## config.mk

```make
export PLATFORM = sky130hd
export DESIGN_NAME = sq_mem_port_arbiter_flat
export DESIGN_NICKNAME = d
export VERILOG_FILES = /design/src/rtl/sq_mem_port_arbiter_if.sv /design/src/rtl/sq_mem_port_arbiter.sv /design/src/flat_wrapper.sv
export SDC_FILE = /design/constraint.sdc
export NUM_CORES = 1
export LEC_CHECK = 0
export CAP_MARGIN = 40
export CORE_ASPECT_RATIO = 0.6
export CORE_MARGIN = 4
export CORE_UTILIZATION = 26
export DETAILED_ROUTE_END_ITERATION = 16
export PLACE_DENSITY_LB_ADDON = 0.1
export SLEW_MARGIN = 20
export SYNTH_ARGS = -nofsm -noshare
export SYNTH_HDL_FRONTEND = slang
export SYNTH_SLANG_ARGS = --single-unit
```

## constraint.sdc

```tcl
create_clock -name clk -period 2.5 [get_ports clk]
set_clock_uncertainty 0.1 [all_clocks]
set_input_delay 0.5 -clock clk [delete_from_list [all_inputs] [get_ports clk]]
set_output_delay 0.5 -clock clk [all_outputs]
set_load 0.01 [all_outputs]
```

## src/rtl/sq_mem_port_arbiter_if.sv

```systemverilog
// Single-request data-memory port between the load/store arbiter and the memory sub-unit.
// The master holds the request and payload stable until mem_ready is sampled high.
interface sq_mem_port_arbiter_if;
  logic        mem_req;
  logic        mem_rnw;
  logic [31:0] mem_addr;
  logic [3:0]  mem_be;
  logic [31:0] mem_wdata;
  logic        mem_ready;

  modport master (
    output mem_req, mem_rnw, mem_addr, mem_be, mem_wdata,
    input  mem_ready
  );

  modport slave (
    input  mem_req, mem_rnw, mem_addr, mem_be, mem_wdata,
    output mem_ready
  );
endinterface

```

## src/rtl/sq_mem_port_arbiter.sv

```systemverilog
// Arbitrates the single data-memory port between load issue and store-queue drain.
// Loads normally win; starvation, a full store queue or a fence drain force stores through.
module sq_mem_port_arbiter #(
  parameter int unsigned STARVE_LIMIT = 8
) (
  input  logic        clk,
  input  logic        rst,
  input  logic        ld_valid,
  input  logic        ld_blocked,
  input  logic [31:0] ld_addr,
  output logic        ld_ack,
  input  logic        sq_valid,
  input  logic        sq_full,
  input  logic        sq_empty,
  input  logic [31:0] sq_addr,
  input  logic [3:0]  sq_be,
  input  logic [31:0] sq_data,
  output logic        sq_pop,
  input  logic        fence_req,
  output logic        fence_done,
  sq_mem_port_arbiter_if.master mem
);

  localparam int unsigned CW = $clog2(STARVE_LIMIT + 1);
  localparam logic [CW-1:0] LIMIT = CW'(STARVE_LIMIT);

  typedef enum logic [1:0] {
    IDLE  = 2'd0,
    DRAIN = 2'd1,
    DONE  = 2'd2
  } state_t;

  state_t        state;
  logic [CW-1:0] starve_cnt;
  logic          slot_free;
  logic          ld_eligible;
  logic          store_urgent;
  logic          grant_st;
  logic          grant_ld;

  assign slot_free    = ~mem.mem_req | mem.mem_ready;
  assign ld_eligible  = ld_valid & ~ld_blocked & (state == IDLE);
  assign store_urgent = sq_full | (starve_cnt == LIMIT) | (state == DRAIN);

  // Grants are combinational so the output stage can refill in the same cycle it drains.
  assign grant_st = rst & slot_free & sq_valid & (store_urgent | ~ld_eligible);
  assign grant_ld = rst & slot_free & ld_eligible & ~grant_st;

  assign sq_pop = grant_st;
  assign ld_ack = grant_ld;

  always_ff @(posedge clk or negedge rst) begin
    // NOTE: the payload registers are reset too, so the port never presents X after reset.
    if (!rst) begin
      mem.mem_req   <= 1'b0;
      mem.mem_rnw   <= 1'b1;
      mem.mem_addr  <= '0;
      mem.mem_be    <= '0;
      mem.mem_wdata <= '0;
      fence_done    <= 1'b0;
      starve_cnt    <= '0;
      state         <= IDLE;
    end else begin
      if (grant_st) begin
        mem.mem_req   <= 1'b1;
        mem.mem_rnw   <= 1'b0;
        mem.mem_addr  <= sq_addr;
        mem.mem_be    <= sq_be;
        mem.mem_wdata <= sq_data;
      end else if (grant_ld) begin
        mem.mem_req   <= 1'b1;
        mem.mem_rnw   <= 1'b1;
        mem.mem_addr  <= ld_addr;
        mem.mem_be    <= 4'hF;
        mem.mem_wdata <= '0;
      end else if (mem.mem_ready) begin
        mem.mem_req   <= 1'b0;
      end

      if (sq_empty || grant_st) begin
        starve_cnt <= '0;
      end else if (grant_ld && sq_valid && starve_cnt != LIMIT) begin
        starve_cnt <= starve_cnt + 1'b1;
      end

      fence_done <= 1'b0;
      unique case (state)
        IDLE: begin
          if (fence_req) state <= DRAIN;
        end
        DRAIN: begin
          // The drain is complete only once the last store has also left the output stage.
          if (sq_empty && !mem.mem_req) begin
            state      <= DONE;
            fence_done <= 1'b1;
          end
        end
        DONE:    state <= IDLE;
        default: state <= IDLE;
      endcase
    end
  end

endmodule

```

## src/flat_wrapper.sv

```systemverilog
// flat-port wrapper written by rule: the top's interface ports become plain ports
module sq_mem_port_arbiter_flat 
#(
  parameter int unsigned STARVE_LIMIT = 8
)
  (clk, rst, ld_valid, ld_blocked, ld_addr, ld_ack, sq_valid, sq_full, sq_empty, sq_addr, sq_be, sq_data, sq_pop, fence_req, fence_done, mem_mem_req, mem_mem_rnw, mem_mem_addr, mem_mem_be, mem_mem_wdata, mem_mem_ready);
  sq_mem_port_arbiter_if mem_i ();
  input  logic clk;
  input  logic rst;
  input  logic ld_valid;
  input  logic ld_blocked;
  input  logic [31:0] ld_addr;
  output logic ld_ack;
  input  logic sq_valid;
  input  logic sq_full;
  input  logic sq_empty;
  input  logic [31:0] sq_addr;
  input  logic [3:0] sq_be;
  input  logic [31:0] sq_data;
  output logic sq_pop;
  input  logic fence_req;
  output logic fence_done;
  output wire logic [$bits(mem_i.mem_req)-1:0] mem_mem_req;
  output wire logic [$bits(mem_i.mem_rnw)-1:0] mem_mem_rnw;
  output wire logic [$bits(mem_i.mem_addr)-1:0] mem_mem_addr;
  output wire logic [$bits(mem_i.mem_be)-1:0] mem_mem_be;
  output wire logic [$bits(mem_i.mem_wdata)-1:0] mem_mem_wdata;
  input wire logic [$bits(mem_i.mem_ready)-1:0] mem_mem_ready;
  assign mem_mem_req = mem_i.mem_req;
  assign mem_mem_rnw = mem_i.mem_rnw;
  assign mem_mem_addr = mem_i.mem_addr;
  assign mem_mem_be = mem_i.mem_be;
  assign mem_mem_wdata = mem_i.mem_wdata;
  assign mem_i.mem_ready = mem_mem_ready;
  sq_mem_port_arbiter #(.STARVE_LIMIT(STARVE_LIMIT)) u_core (.clk(clk), .rst(rst), .ld_valid(ld_valid), .ld_blocked(ld_blocked), .ld_addr(ld_addr), .ld_ack(ld_ack), .sq_valid(sq_valid), .sq_full(sq_full), .sq_empty(sq_empty), .sq_addr(sq_addr), .sq_be(sq_be), .sq_data(sq_data), .sq_pop(sq_pop), .fence_req(fence_req), .fence_done(fence_done), .mem(mem_i));
endmodule
```

==> qor.csv <==
stage;metric;value;unit
sta;Final period util;99.7;%
sta;fin worst setup slack;0.00661;ns
setup_path;worst-case reg-to-reg path depth;7;
power_and_ir_drop;switch share;26.9;%
cts;clock-pin slew of the registers on the worst-case setup and hold paths;0.06;ns
grt;GRT Overall Usage;15.8;%
synthesis;Post-synth EDFFs;0;
grt;pin count of the biggest net entering global routing;52;
setup_path;Critical Path Sink Type;output pin;
detailed_routing;1st-iter DRT viols;114;
detailed_routing;vias per cell;4.80;
power_and_ir_drop;Lkg Pwr;2.49;nW
floorplanning;Core Area;11600;um^2
floorplanning;die area;14100;um^2
cts;Clock Sinks;77;
synthesis;share of flip-flops with an asynchronous set or reset;100;%
floorplanning;initial core utilization;27.3;%
grt;routing usage on met2;23.8;%
synthesis;FF+latch count, synth;77;
final_layout;Sequential cell area;1930;um^2
sta;final setup fails;0;
grt;GRT Max-Usage Layer;met2;
sta;min Tclk post-route;2.49;ns
final_layout;end-of-flow core utilization;47.8;%
sta;RSZ-0062 raised after global routing;yes;
synthesis;synth unique cells;37;
synthesis;Syn Std Cell Area;3160;um^2
synthesis;post-synth top area share;60.1;%
power_and_ir_drop;Flop pwr share;40.8;%
grt;vias in the first global route;3055;
setup_path;CP Class;reg -> out;
setup_path;Crit path arrival time;1.89;ns
min_path;hold path cells;1;
status;run status;completed;
power_and_ir_drop;Comb power frac;31.2;%
detailed_routing;total number of vias;2883;
grt;Overflow after GRT;0;
setup_path;CP max FO;3;
synthesis;Synth area leader;dfrtp_1;
grt;initial antenna violation count;0;
cts;clk buf depth;2;
synthesis;synthesized instance count;240;
detailed_routing;Routed Antenna Nets;0;
sta;fin. max-slew vios;0;
sta;Fmax;401;MHz
detailed_routing;WL per Instance;18.6;um
final_layout;Area Growth Syn to Fin;75.4;%
sta;setup TNS;0;ns
synthesis;Main synth FF type;dfrtp_1;
floorplanning;Chip Width;150;um
final_layout;n_diodes;0;
detailed_routing;drt total wl;11200;um
power_and_ir_drop;VDD IR max;0.311;mV
detailed_routing;DRC viols;0;
final_layout;fraction of layout cells with a size suffix above 1;10.7;%
placement;Post-DP HPWL;7910;um
min_path;Hold Path Class;reg -> reg;
setup_path;worst path required time;1.90;ns
job;max cap viols;0;
cts;Clk Latency, worst-skew pair;0.33;ns
placement;final estimated routing congestion in global placement;0.846;
grt;M1 GR Usage;20.8;%
sta;final hold slack;0.389;ns
grt;met3 Resource Use GR;7.46;%
floorplanning;num ports;182;
synthesis;Synthesized Nets;351;
grt;first-pass GRT wire length;17100;um
power_and_ir_drop;clock power share;28.0;%
power_and_ir_drop;Design Power;4.03;mW
sta;Worst Max-Slew Pin Slew;0.425;ns
synthesis;syn_area_per_cell;13.2;um^2
sta;Rel. slew slack;71.7;%
placement;# port buffers;181;
placement;pre-CTS setup slack;-0.576;ns
cts;Root Buffer;clkbuf_16;
synthesis;sequential fraction of the synthesis area;61.0;%
final_layout;multi-input logic area;1120;um^2
synthesis;Synth Warn #;0;
detailed_routing;Pre-antenna DRT Iters;6;
floorplanning;die height;93.4;um
cts;CTS buffer count;9;
power_and_ir_drop;NetSw;1.08;mW
setup_path;crit start category;flop;
floorplanning;Cell Rows;30;
sta;Final Hold Fails;0;
final_layout;nets@finish;549;
final_layout;# fillers;1049;
power_and_ir_drop;Power per Cell Area;727;nW/um^2
power_and_ir_drop;Pint;2.95;mW
cts;H-tree lvl count;3;
cts;CTS tree;built;
synthesis;Synth area leaders;dfrtp_1 (60%), a221o_1 (10%), a22o_1 (8.9%), and3_1 (6.1%), clkbuf_1 (1.7%);
## sequential cells by signal, summed over array words and instances (netlist names)
name and cells:
u_core.mem.mem_be 4, u_core.mem.mem_wdata 32, u_core.mem.mem_addr 32, u_core.mem.mem_req 1
u_core.fence_done 1, u_core.state 2, u_core.starve_cnt 4, u_core.mem.mem_rnw 1
## worst paths after layout
path	slack, ns	start	to
hold reg to reg	0.39	u_core.mem.mem_be[1]	u_core.mem.mem_be[1]
hold / removal	0.39	u_core.mem.mem_be[1]	u_core.mem.mem_be[1]
setup / recovery	0.007	u_core.state[0]	sq_pop
setup reg to reg	0.05	u_core.state[0]	u_core.mem.mem_addr[28]
max in group asynchronous	0.80	rst	u_core.mem.mem_rnw
min in group asynchronous	0.47	rst	u_core.mem.mem_wdata[0]
## what timing repair did
action	CTS	global route
cloned	0	0
buffers inserted	2	0
pin swaps	3	2
hold endpoints to repair	2	0
resized for setup	10	3
hold buffers	1	0
endpoints found under the setup margin	31	34
## layout make-up
type,count,area share (%)
inverter,5,0.383
sequential,77,34.8
timing repair buffer,207,36.5
tap,160,3.61
multi-input combinational,138,20.3
clock inverter,3,0.271
clock buffer,11,4.20
## cells in the final DEF (no fill, tap or decap), types with 2 or more instances in the layout
cell type and count:
clkdlybuf4s50_1 176, dfrtp_1 76, a221o_1 32, a22o_1 32, and3_1 31, buf_4 24, clkbuf_16 9, inv_1 4
nor2_1 4, o22a_1 4, nand2_1 3, and2_1 3, nand3_1 3, clkinv_2 3, nor4bb_1 2, a21o_1 2
ha_1 2, clkbuf_1 2, dlygate4sd2_1 2, buf_6 2
## metrics by stage
step	instances	instance area (um^2)
after floorplan	240	3160
after global placement	583	5240
after detailed placement	584	5270
after CTS	601	5550
after global routing	601	5550
final	601	5550
## power by group through the flow
stage          Clock [mW]  Combinational (mW)  Sequential [mW]
6_report             1.13                1.26             1.64
3_3_place_gp            0                1.25             1.66
3_5_place_dp            0                1.26             1.66
2_1_floorplan           0               0.318             1.77
5_1_grt              1.23                1.35             1.67
4_1_cts              1.17                1.28             1.64
## critical path, cell delays in order, from the launching register on
cell and delay (ns):
dfrtp_1 0.38, or4b_4 0.54, or3_4 0.41, nand2_4 0.09, inv_4 0.04, buf_6 0.11
## routing by layer
metal	vias to the layer above	part of all wire, %	routed length, um
met5	-	0	0
met4	0	0.54	61
met3	7	10	1170
met2	118	43	4850
met1	1416	46	5120
li1	1342	-	-
## cell families after synthesis
group                    after synthesis  share of synthesized area (%)
adder cells (fa/ha/maj)                2                          0.791
AO/OA/AOI/OAI                         77                           22.2
flip-flops                            77                           61.0
multiplexers                           1                          0.316
AND/OR/NAND/NOR                       57                           11.7
XOR/XNOR                               1                          0.277
buffers and inverters                 25                           3.80
## cells in the mapped netlist (all sizes together) (3+ instances only)
| library cell | n |
|---|---|
| dfrtp | 76 |
| a221o | 32 |
| a22o | 32 |
| and3 | 31 |
| clkbuf | 14 |
| buf | 6 |
| inv | 5 |
| nand2 | 4 |
| nor2 | 4 |
| o22a | 4 |
| and2 | 3 |
| nand3 | 3 |
Note: power is estimated with default switching activity, not from simulation.
